===== config.mk =====
export PLATFORM = sky130hd
export DESIGN_NAME = trace_sink_arbiter
export DESIGN_NICKNAME = d
export VERILOG_FILES = /design/src/rtl/trace_sink_arbiter.sv
export SDC_FILE = /design/constraint.sdc
export NUM_CORES = 1
export LEC_CHECK = 0
export CORE_AREA = 3 3 121 123
export CTS_BUF_LIST = sky130_fd_sc_hd__clkbuf_16
export CTS_CLUSTER_SIZE = 25
export DETAILED_ROUTE_END_ITERATION = 10
export DIE_AREA = 0 0 124 126
export HOLD_SLACK_MARGIN = 0.1
export PLACE_DENSITY = 0.8
export SLEW_MARGIN = 20
export SYNTH_ARGS = -nofsm -noshare
export SYNTH_HDL_FRONTEND = slang
export SYNTH_SLANG_ARGS = --single-unit

===== constraint.sdc =====
create_clock -name clk -period 7.08 [get_ports clk]
set_input_delay 0.708 -clock clk [delete_from_list [all_inputs] [get_ports clk]]
set_output_delay 0.708 -clock clk [all_outputs]
set_load 0.005 [all_outputs]

===== src/rtl/trace_sink_arbiter.sv =====
// trace_sink_arbiter: round-robin arbiter that lets the per-stage trace
// trackers (IF, ID, EX, ...) share one trace sink write port. The granted
// record is registered into a single output slot together with its source
// index and, optionally, the cycle timestamp of acceptance.
//
// Optional feature macro: TRACE_ARB_TIMESTAMP_EN
//   defined   -> free-running TS_WIDTH cycle counter, sink_ts = counter value
//                in the handshake cycle
//   undefined -> no counter, sink_ts tied to 0
//
// Handshake semantics (both sides): a transfer happens on a rising clk edge
// where valid and ready are both high. A source must hold valid and data
// stable until it is accepted. Ready may depend combinationally on valid
// (src_ready is derived from src_valid and sink_ready), and a record is
// never dropped or duplicated except on reset, which discards the slot.
//
// dbg_state (1 = slot FULL) and dbg_rr_ptr expose the internal state.
module trace_sink_arbiter #(
    parameter int NUM_SRC     = 3,
    parameter int TRACE_WIDTH = 64,
    parameter int TS_WIDTH    = 32,
    localparam int SRC_ID_WIDTH = $clog2(NUM_SRC)
) (
    input  logic                           clk,
    input  logic                           rst,
    input  logic [NUM_SRC-1:0]             src_valid,
    input  logic [NUM_SRC*TRACE_WIDTH-1:0] src_data,
    output logic [NUM_SRC-1:0]             src_ready,
    output logic                           sink_valid,
    output logic [TRACE_WIDTH-1:0]         sink_data,
    output logic [SRC_ID_WIDTH-1:0]        sink_src_id,
    output logic [TS_WIDTH-1:0]            sink_ts,
    input  logic                           sink_ready,
    output logic [15:0]                    grant_count,
    output logic                           dbg_state,
    output logic [SRC_ID_WIDTH-1:0]        dbg_rr_ptr
);

    typedef enum logic {
        S_EMPTY = 1'b0,
        S_FULL  = 1'b1
    } slot_state_e;

    slot_state_e             state_q, state_d;
    logic [SRC_ID_WIDTH-1:0] rr_ptr_q, rr_ptr_d;
    logic [15:0]             grant_count_q, grant_count_d;
    logic [TRACE_WIDTH-1:0]  data_q;
    logic [SRC_ID_WIDTH-1:0] src_id_q;

    logic                    slot_free;
    logic                    grant_found;
    logic [SRC_ID_WIDTH-1:0] grant_idx;
    logic                    grant_fire;
    logic [TRACE_WIDTH-1:0]  sel_data;

    // Rotating-priority search: the first valid source at or after rr_ptr wins.
    always_comb begin
        int idx;
        idx         = 0;
        grant_found = 1'b0;
        grant_idx   = '0;
        for (int k = 0; k < NUM_SRC; k++) begin
            idx = (int'(rr_ptr_q) + k) % NUM_SRC;
            if (!grant_found && src_valid[idx]) begin
                grant_found = 1'b1;
                grant_idx   = SRC_ID_WIDTH'(idx);
            end
        end
    end

    // A grant only fires out of reset and when the slot can take a record.
    assign grant_fire = rst && slot_free && grant_found;

    // Record of the winning source, picked from the flat data bus.
    always_comb begin
        sel_data = src_data[int'(grant_idx)*TRACE_WIDTH +: TRACE_WIDTH];
    end

    // Slot state register.
    always_ff @(posedge clk) begin
        if (!rst) begin
            state_q <= S_EMPTY;
        end else begin
            state_q <= state_d;
        end
    end

    // Slot next state: fill on grant, drain when the sink takes the record
    // and no replacement is granted in the same cycle.
    always_comb begin
        state_d = state_q;
        case (state_q)
            S_EMPTY: if (grant_fire) state_d = S_FULL;
            S_FULL:  if (sink_ready && !grant_fire) state_d = S_EMPTY;
            default: state_d = S_EMPTY;
        endcase
    end

    // Slot outputs: occupancy, free indication and the one-hot accept.
    always_comb begin
        sink_valid = (state_q == S_FULL);
        slot_free  = (state_q == S_EMPTY) || sink_ready;
        dbg_state  = (state_q == S_FULL);
        src_ready  = '0;
        if (grant_fire) begin
            src_ready[grant_idx] = 1'b1;
        end
    end

    // Pointer advance and saturating grant counter on every handshake.
    always_comb begin
        rr_ptr_d      = rr_ptr_q;
        grant_count_d = grant_count_q;
        if (grant_fire) begin
            if (grant_idx == SRC_ID_WIDTH'(NUM_SRC - 1)) begin
                rr_ptr_d = '0;
            end else begin
                rr_ptr_d = grant_idx + SRC_ID_WIDTH'(1);
            end
            if (grant_count_q != 16'hFFFF) begin
                grant_count_d = grant_count_q + 16'd1;
            end
        end
    end

    // Arbitration bookkeeping registers.
    always_ff @(posedge clk) begin
        if (!rst) begin
            rr_ptr_q      <= '0;
            grant_count_q <= '0;
        end else begin
            rr_ptr_q      <= rr_ptr_d;
            grant_count_q <= grant_count_d;
        end
    end

    // Output slot payload: loaded on handshake, held otherwise.
    always_ff @(posedge clk) begin
        if (!rst) begin
            data_q   <= '0;
            src_id_q <= '0;
        end else if (grant_fire) begin
            data_q   <= sel_data;
            src_id_q <= grant_idx;
        end
    end

`ifdef TRACE_ARB_TIMESTAMP_EN
    logic [TS_WIDTH-1:0] ts_cnt_q;
    logic [TS_WIDTH-1:0] ts_q;

    // Free-running cycle counter; wraps naturally at 2^TS_WIDTH.
    always_ff @(posedge clk) begin
        if (!rst) begin
            ts_cnt_q <= '0;
        end else begin
            ts_cnt_q <= ts_cnt_q + TS_WIDTH'(1);
        end
    end

    // Timestamp captured alongside the record in the handshake cycle.
    always_ff @(posedge clk) begin
        if (!rst) begin
            ts_q <= '0;
        end else if (grant_fire) begin
            ts_q <= ts_cnt_q;
        end
    end

    assign sink_ts = ts_q;
`else
    assign sink_ts = '0;
`endif

    assign sink_data   = data_q;
    assign sink_src_id = src_id_q;
    assign grant_count = grant_count_q;
    assign dbg_rr_ptr  = rr_ptr_q;

endmodule

==> load_flow_metrics.sql <==
INSERT INTO impl_metrics (metric_group, metric, value, unit) VALUES
('layout', 'final-seq-area', '0.00170', 'mm²'),
('grt', 'grt_pass1_vias', '5690', ''),
('floorplanning', 'die-height', '126', 'µm'),
('layout', 'finish.instance_area', '0.00837', 'mm²'),
('synth', 'post-synth-top-area-fraction', '31.4', '%'),
('synth', 'post-synth-top-area-cell', 'sky130_fd_sc_hd__dfxtp_1', ''),
('placed_design', 'place_ws', '2850', 'ps'),
('layout', 'fillCellCount', '1210', ''),
('hold_path', 'min_path_type', 'reg2reg', ''),
('timing', 'final.setup.worst_slack', '2900', 'ps'),
('timing', 'finalHoldViolCount', '0', ''),
('power_and_ir_drop', 'netSwitchingFraction', '38.2', '%'),
('layout', 'area_growth_from_synthesis_to_final_layout', '54.6', '%'),
('clock_tree', 'cts.path.max_buffers', '2', ''),
('clock_tree', 'cts_inserted_buffers', '9', ''),
('clock_tree', 'number_of_sinks_handled_by_clock_tree_synthesis', '85', ''),
('detailed_routing', 'drt_first_pass_iters', '5', ''),
('synth', 'synth_seq_area_share', '31.4', '%'),
('clock_tree', 'clk-insertion-delay-late', '340', 'ps'),
('clock_tree', 'clockRootBuffer', 'sky130_fd_sc_hd__clkbuf_16', ''),
('floorplanning', 'floorplan.io_pins', '319', ''),
('setup_path', 'timing.critical_path.arrival', '3470', 'ps'),
('timing', 'final_min_period_over_clock_period', '59.0', '%'),
('power_and_ir_drop', 'total_power_consumption_of_the_routed_design', '2.63', 'mW'),
('clock_tree', 'cts_resized', '0', ''),
('detailed_routing', 'num_vias', '6339', ''),
('floorplanning', 'fp.coreArea', '0.0138', 'mm²'),
('floorplanning', 'floorplan.rows', '43', ''),
('clock_tree', 'clock_tree.htree_level_count', '3', ''),
('synth', 'synth_commonest_cells', 'sky130_fd_sc_hd__dfxtp_1 (85), sky130_fd_sc_hd__nand3_1 (74), sky130_fd_sc_hd__nand4_1 (70)', ''),
('synth', 'async_flop_share', '0', '%'),
('power_and_ir_drop', 'power.density', '315', 'mW/mm²'),
('setup_path', 'path_class', 'in2out', ''),
('timing', 'fin_crit_period', '4180', 'ps'),
('power_and_ir_drop', 'power.switching', '1.01', 'mW'),
('setup_path', 'critical_path_required', '6370', 'ps'),
('power_and_ir_drop', 'cellLeakagePower', '2.95', 'nW'),
('layout', 'area_of_the_multi_input_gates', '0.00318', 'mm²'),
('placed_design', 'port_buffers', '286', ''),
('power_and_ir_drop', 'share_clk_of_total_power', '19.5', '%'),
('grt', 'grt.total_usage', '24.5', '%'),
('timing', 'timing.hold.ws', '459', 'ps'),
('clock_tree', 'post_cts_setup_bufs', '0', ''),
('timing', 'grt_setup_unrepaired', 'no', ''),
('setup_path', 'crit_path_end_kind', 'output port', ''),
('placed_design', 'gpl.final_weighted_congestion', '0.813', ''),
('placed_design', 'place.detailed.hpwl', '14000', 'µm'),
('synth', 'postSynthCellCount', '634', ''),
('layout', 'fin_cells', '1049', ''),
('timing', 'clock-skew-final', '5.35', 'ps'),
('status', 'result_of_the_run', 'completed', ''),
('synth', 'syn_area_per_cell', '8.54', 'µm²'),
('layout', 'utilization', '60.7', '%'),
('clock_tree', 'cts.reportedPaths.clkPinSlew', '60', 'ps'),
('synth', 'synth.yosys.warnings', '0', ''),
('timing', 'totalNegativeSetupSlack', '0', 'ps'),
('detailed_routing', 'route.detailed.drc', '0', ''),
('detailed_routing', 'postRouteAntennaNets', '0', ''),
('synth', 'ys_dominant_reg_cell', 'sky130_fd_sc_hd__dfxtp_1', ''),
('clock_tree', 'cts_tree', 'built', ''),
('placed_design', 'dp.cells', '1033', ''),
('power_and_ir_drop', 'power.share.sequential', '27.2', '%'),
('power_and_ir_drop', 'pwr-share-comb', '53.3', '%'),
('detailed_routing', 'post_drt_via_cell_ratio', '6.04', ''),
('power_and_ir_drop', 'worst_ir_drop_vdd', '0.225', 'mV'),
('synth', 'synth-edff-count', '0', ''),
('grt', 'antenna_found_initial', '1', ''),
('grt', 'grt_pass1_wl', '30600', 'µm'),
('timing', 'max_clock_freq', '0.239', 'GHz'),
('timing', 'max-slew-margin-rel', '30.9', '%'),
('timing', 'setup_viol_count_final', '0', '');
-- final timing paths --
kind / slack, ps / from / cells past startpoint / to
max: 2900 / src_valid[1] / 7 / src_ready[2]
min: 460 / sink_src_id[1] / 1 / sink_src_id[1]
max reg2reg: 3250 / dbg_rr_ptr[0] / 8 / sink_data[10]
min reg2reg: 460 / sink_src_id[1] / 1 / sink_src_id[1]
-- kinds of logic (layout without fill, tap and decap cells) --
kind of cell	after synthesis	after routing	share of synthesized area [%]
compound gates	217	217	31.4
simple gates	199	199	19.9
buf+inv	111	314	12.8
flops	85	85	31.4
mux	15	15	3.03
fa+ha+maj	5	5	1.16
other cells	1	33	0.0693
xor+xnor	1	1	0.162
-- metal layers --
layer / GRT usage (%) / wire, µm
met1: 29.0 / 7820
met3: 7.09 / 2180
met4: 10.8 / 842
met5: 0 / 0
met2: 40.9 / 9890
-- layout make-up --
class / count / area share (%)
diodes: 1 / 0.0299
inverters: 4 / 0.179
multi-input cells: 469 / 38.0
flip-flops and latches: 85 / 20.3
clock buffers: 9 / 2.69
well taps: 180 / 2.69
repair buffers: 295 / 35.0
clock inverters: 6 / 1.06
-- registers in the layout (all words and copies together), names as in the netlist --
| register | cells |
|---|---|
| dbg_rr_ptr | 2 |
| dbg_state | 1 |
| grant_count | 16 |
| sink_data | 64 |
| sink_src_id | 2 |
-- power groups by stage --
stage | clock (mW) | sequential, mW | combinational (mW)
after floorplan | 0 | 0.723 | 0.869
after global placement | 0 | 0.723 | 1.37
after detailed placement | 0 | 0.723 | 1.39
after CTS | 0.523 | 0.716 | 1.40
after global routing | 0.542 | 0.733 | 1.52
final | 0.513 | 0.717 | 1.40
-- cells in the final DEF (no fill, tap or decap), types with 2 or more instances in the layout --
cell type	netlist	final
sky130_fd_sc_hd__clkdlybuf4s50_1	0	286
sky130_fd_sc_hd__dfxtp_1	85	85
sky130_fd_sc_hd__nand3_1	74	72
sky130_fd_sc_hd__nand4_1	70	70
sky130_fd_sc_hd__a31oi_1	66	66
sky130_fd_sc_hd__a22oi_1	64	64
sky130_fd_sc_hd__a221o_1	64	64
sky130_fd_sc_hd__conb_1	1	32
sky130_fd_sc_hd__nand2_1	22	22
sky130_fd_sc_hd__mux2i_1	13	13
sky130_fd_sc_hd__nor2_1	10	9
sky130_fd_sc_hd__clkbuf_16	0	9
sky130_fd_sc_hd__buf_4	36	9
sky130_fd_sc_hd__nand2b_1	8	8
sky130_fd_sc_hd__o21ai_0	6	6
sky130_fd_sc_hd__inv_1	4	5
sky130_fd_sc_hd__ha_1	5	5
sky130_fd_sc_hd__and3_1	5	4
sky130_fd_sc_hd__o211ai_1	3	3
sky130_fd_sc_hd__o22a_1	2	2
sky130_fd_sc_hd__nand3_2	0	2
sky130_fd_sc_hd__a21boi_0	2	2
sky130_fd_sc_hd__nor3b_1	2	2
sky130_fd_sc_hd__and2_1	2	2
sky130_fd_sc_hd__o31ai_1	2	2
sky130_fd_sc_hd__bufinv_16	0	2
-- worst max-delay path, stage by stage --
cell and delay (ps):
sky130_fd_sc_hd__clkdlybuf4s50_1 490, sky130_fd_sc_hd__mux2i_1 230, sky130_fd_sc_hd__mux2_4 700, sky130_fd_sc_hd__nand2_2 170, sky130_fd_sc_hd__or3_1 430, sky130_fd_sc_hd__a21oi_4 170, sky130_fd_sc_hd__clkdlybuf4s50_1 560
Power figures use the tool's default switching activity.
